$ cat src/rtl/fetch_controller.sv
// Instruction fetch sequencer: requests one 16-bit word at PC, presents it to
// decode, and handles branch redirects (including ones that race a pending read) and HLT.
module fetch_controller #(
  parameter logic [15:0] RESET_PC = 16'h0000
) (
  input  logic        clk,
  input  logic        rst,
  output logic        mem_req,
  output logic [15:0] mem_addr,
  input  logic        mem_ready,
  input  logic [15:0] mem_data,
  output logic        instr_valid,
  input  logic        instr_ready,
  output logic [15:0] instr_out,
  output logic [15:0] instr_pc,
  input  logic        redirect,
  input  logic [15:0] redirect_pc,
  output logic        halted,
  output logic [15:0] retired
);

  typedef enum logic [1:0] {S_REQ, S_OUT, S_HALT} state_t;

  state_t      state, state_nx;
  logic [15:0] pc, pc_nx;
  logic [15:0] tgt, tgt_nx;
  logic [15:0] iout, iout_nx;
  logic [15:0] ipc, ipc_nx;
  logic [15:0] ret, ret_nx;
  logic        squash, squash_nx;
  logic [15:0] rtgt;

  // Instructions are halfword aligned; the target LSB is never honoured.
  assign rtgt = redirect_pc & 16'hFFFE;

  always_ff @(posedge clk) begin
    if (rst) begin
      state  <= S_REQ;
      pc     <= RESET_PC;
      tgt    <= 16'h0000;
      iout   <= 16'h0000;
      ipc    <= 16'h0000;
      ret    <= 16'h0000;
      squash <= 1'b0;
    end else begin
      state  <= state_nx;
      pc     <= pc_nx;
      tgt    <= tgt_nx;
      iout   <= iout_nx;
      ipc    <= ipc_nx;
      ret    <= ret_nx;
      squash <= squash_nx;
    end
  end

  always_comb begin
    state_nx  = state;
    pc_nx     = pc;
    tgt_nx    = tgt;
    iout_nx   = iout;
    ipc_nx    = ipc;
    ret_nx    = ret;
    squash_nx = squash;
    case (state)
      S_REQ: begin
        if (redirect) begin
          if (mem_ready) begin
            pc_nx     = rtgt;
            squash_nx = 1'b0;
          end else begin
            // The in-flight read must still complete at the old address.
            squash_nx = 1'b1;
            tgt_nx    = rtgt;
          end
        end else if (mem_ready) begin
          if (squash) begin
            pc_nx     = tgt;
            squash_nx = 1'b0;
          end else begin
            iout_nx  = mem_data;
            ipc_nx   = pc;
            pc_nx    = pc + 16'd2;
            state_nx = S_OUT;
          end
        end
      end
      S_OUT: begin
        if (instr_ready && ret != 16'hFFFF) ret_nx = ret + 16'd1;
        if (redirect) begin
          pc_nx    = rtgt;
          state_nx = S_REQ;
        end else if (instr_ready) begin
          state_nx = (iout[15:12] == 4'hF) ? S_HALT : S_REQ;
        end
      end
      S_HALT: ;
      default: state_nx = S_REQ;
    endcase
  end

  assign mem_req     = !rst && (state == S_REQ);
  assign instr_valid = !rst && (state == S_OUT);
  assign mem_addr    = pc;
  assign instr_out   = iout;
  assign instr_pc    = ipc;
  assign halted      = (state == S_HALT);
  assign retired     = ret;

endmodule

$ cat config.mk
export PLATFORM = sky130hd
export DESIGN_NAME = fetch_controller
export DESIGN_NICKNAME = d
export VERILOG_FILES = /design/src/rtl/fetch_controller.sv
export SDC_FILE = /design/constraint.sdc
export NUM_CORES = 1
export LEC_CHECK = 0
export ABC_CLOCK_PERIOD_IN_PS = 3300
export BUFFER_PORTS_ARGS = -buffer_cell sky130_fd_sc_hd__clkbuf_2
export CAP_MARGIN = 20
export CORE_UTILIZATION = 55
export CTS_BUF_LIST = sky130_fd_sc_hd__clkbuf_8 sky130_fd_sc_hd__clkbuf_16
export DETAILED_ROUTE_END_ITERATION = 6
export GPL_ROUTABILITY_DRIVEN = 0
export HOLD_SLACK_MARGIN = 0.12
export PLACE_DENSITY = 0.84
export REMOVE_ABC_BUFFERS = 1
export SETUP_SLACK_MARGIN = 0.1
export SLEW_MARGIN = 20
export SYNTH_ARGS = -nofsm -noshare
export SYNTH_HDL_FRONTEND = slang
export SYNTH_SLANG_ARGS = --single-unit
$ cat constraint.sdc
create_clock -name clk -period 3.3 [get_ports clk]
set_input_delay 0.33 -clock clk [delete_from_list [all_inputs] [get_ports clk]]
set_output_delay 0.33 -clock clk [all_outputs]
set_load 0.005 [all_outputs]
==> run_results.csv <==
group,metric,value,unit
power,power,2.19,mW
setup_path,crit_buf_inv,1,
sta,hold_violations,0,
sta,rsz0062_at_grt,"false",
hold_path,min_path_type,"in2reg",
sta,holdWs,0.184,ns
synthesis,synth_top_cell_by_area,"dfxtp_1",
sta,tns,0,ns
cells_and_area,nNetsFinal,596,
synthesis,ys_async_sr_fraction,0,%
cts,ctsHoldBuffers,0,
setup_path,slowest_delay,1.00,ns
floorplan,start_util,57.0,%
cells_and_area,drive_above_1_share,23.1,%
setup_path,critPathLaunchType,"register",
floorplan,std_cell_rows,29,
drt,drc,0,
synthesis,ys_top_cells_by_count,"112 x nand2_1, 80 x dfxtp_1, 65 x a21oi_1, 42 x nor2_1, 26 x clkbuf_1",
cts,cts_sinks,80,
setup_path,crit_family,"simple AND/OR/NAND/NOR gates",
drt,drt-initial-drc-count,273,
synthesis,netlist_instances,473,
floorplan,core_area,6350,um^2
sta,worst_slew_pin_slew,1.08,ns
cts,clock_latency,0.36,ns
cells_and_area,fillCellCount,527,
cells_and_area,n_antenna_cell,0,
setup_path,worstSetupPathType,"reg2reg",
place,portBuffers,100,
floorplan,die_w,83.1,um
cts,path_clk_slew,0.09,ns
cts,cts_tree,"built",
synthesis,ys_types,44,
floorplan,dieArea,6900,um^2
synthesis,seq_area_frac_synth,44.3,%
grt,grt_pass1_wl,15.2,mm
synthesis,netlist_top_cells_area,"dfxtp_1 44%, nand2_1 12%, a21oi_1 9.0%, nor2_1 4.4%, xor2_1 3.1%",
run,max_cap_violations,0,
sta,maxSlewViolCount,0,
setup_path,required,3.58,ns
place,dp_hpwl,6.14,mm
setup_path,cp_slowest_cell,"nor4_2",
power,powerDensity,499,nW/um^2
grt,grt.overflow.total,0,
synthesis,synth-edff-count,0,
power,leakage,1.77,nW
synthesis,synth_top_area_share,44.3,%
setup_path,crit_chain,"nor4_2 > buf_4 > nand2_1 > a21oi_1",
setup_path,arrival,2.46,ns
cts,cts_buffers,9,
synthesis,synth-seq-cells,80,
grt,grt_use_total,26.8,%
sta,period_share,66.1,%
synthesis,post-synth-top-count-cell,"nand2_1",
sta,finClkSkew,0.0103,ns
cells_and_area,area_growth,21.1,%
drt,detail-route-antenna-nets,0,
drt,routed_wl,9.17,mm
sta,timing.fmax,458,MHz
drt,vias_per_cell,5.59,
setup_path,crit_path_end_kind,"register",
cts,htree_levels,3,
cts,cts.path.max_buffers,2,
synthesis,syn_area_per_cell,7.65,um^2
grt,antenna_found_initial,0,
place,dp_cells,623,
power,ir_drop,299,uV
drt,vias,3574,
sta,finalSetupViolations,0,
run_status,status,"completed",
synthesis,synth-main-ff-cell,"dfxtp_1",
floorplan,ioPinCount,104,
synthesis,synth_area,3620,um^2
cts,cts.root.buffer_cell,"clkbuf_8",
sta,slew_headroom,27.4,%
setup_path,path_max_fanout,21,
drt,avgRoutedWirePerCell,14.4,um
grt,grt_pass1_vias,3345,
cts,cts_resized,0,
sta,layout_min_cycle_time,2.18,ns
cts,post-cts-setup-buffers,0,
grt,grt_max_degree,36,
synthesis,yosysWarnings,0,
drt,drtPass1Iterations,5,
cells_and_area,final_cells,639,
floorplan,dieHeight,83.1,um
-- sequential cells by signal, indices dropped and copies added (netlist names) --
register   cells
instr_pc      15
squash         1
mem_addr      15
retired       16
tgt           15
instr_out     16
state          2
-- area by class of cell --
class	instances	area [um^2]	area share [%]
multi-input cells	355	1870	42.6
flip-flops and latches	80	1600	36.6
repair buffers	106	546	12.5
clock buffers	11	151	3.46
clock inverters	5	103	2.34
well taps	77	96.3	2.20
inverters	5	18.8	0.428
-- layout by cell type (no fill, tap or decap), drive strengths merged, types with 2 or more instances in the layout --
master and n:
nand2b 3, nand3b 2, o21ai 10, o211ai 6, nand3 16, nor2b 4
nor2 42, bufinv 3, clkbuf 111, nor3 9, or3 2, or2 2
a31oi 3, a31o 2, nand2 112, nand4 13, o31ai 2, xor2 13
a21oi 66, inv 5, a211oi 11, ha 2, and3 4, and4 2
xnor2 9, nor4 6, conb 2, nand4b 2, dfxtp 80, buf 6
-- routing by layer --
metal	up-vias	global-route usage (%)	wire [um]
met5	-	0	0
met4	0	11.3	219
met3	30	6.56	549
met2	124	46.5	4550
met1	1632	31.5	3850
li1	1788	-	-
-- worst reg2reg max path, cell delays in order, from the launching register on --
cell and delay [ns]:
dfxtp_1 0.48, nor4_2 1.00, buf_4 0.39, nand2_1 0.10, a21oi_1 0.13
-- final timing paths --
check | to | cells past startpoint | start | slack (ns)
max reg2reg | instr_out[0]$_SDFFE_PP0P_ | 4 | squash$_SDFFE_PP0P_ | 1.12
min reg2reg | instr_out[3]$_SDFFE_PP0P_ | 2 | instr_out[3]$_SDFFE_PP0P_ | 0.46
max | instr_out[0]$_SDFFE_PP0P_ | 4 | squash$_SDFFE_PP0P_ | 1.12
min | instr_out[7]$_SDFFE_PP0P_ | 3 | mem_data[7] | 0.18
-- logic make-up (layout without fill, tap and decap cells) --
family	count (synthesis)	in the layout	synth area share [%]
compound gates	104	104	16.5
xor+xnor	22	22	5.33
fa+ha+maj	2	2	0.692
buf+inv	39	127	4.43
flops	80	80	44.3
mux	1	1	0.277
other cells	1	2	0.104
simple gates	224	224	28.4
-- through the flow --
stage	utilization [%]	setup WS [ns]	area [um^2]
2_1_floorplan	-	0.0897	3480
3_3_place_gp	65.0	1.23	4130
3_5_place_dp	65.0	1.15	4130
4_1_cts	69.0	1.16	4380
5_1_grt	69.0	0.973	4380
6_report	69.0	1.12	4380
-- where the power goes --
part / switching, mW / total, mW / internal (mW)
clock network: 0.356 / 0.898 / 0.543
registers: 0.0488 / 1.06 / 1.01
logic: 0.137 / 0.234 / 0.0973
Note: power is estimated with default switching activity, not from simulation.
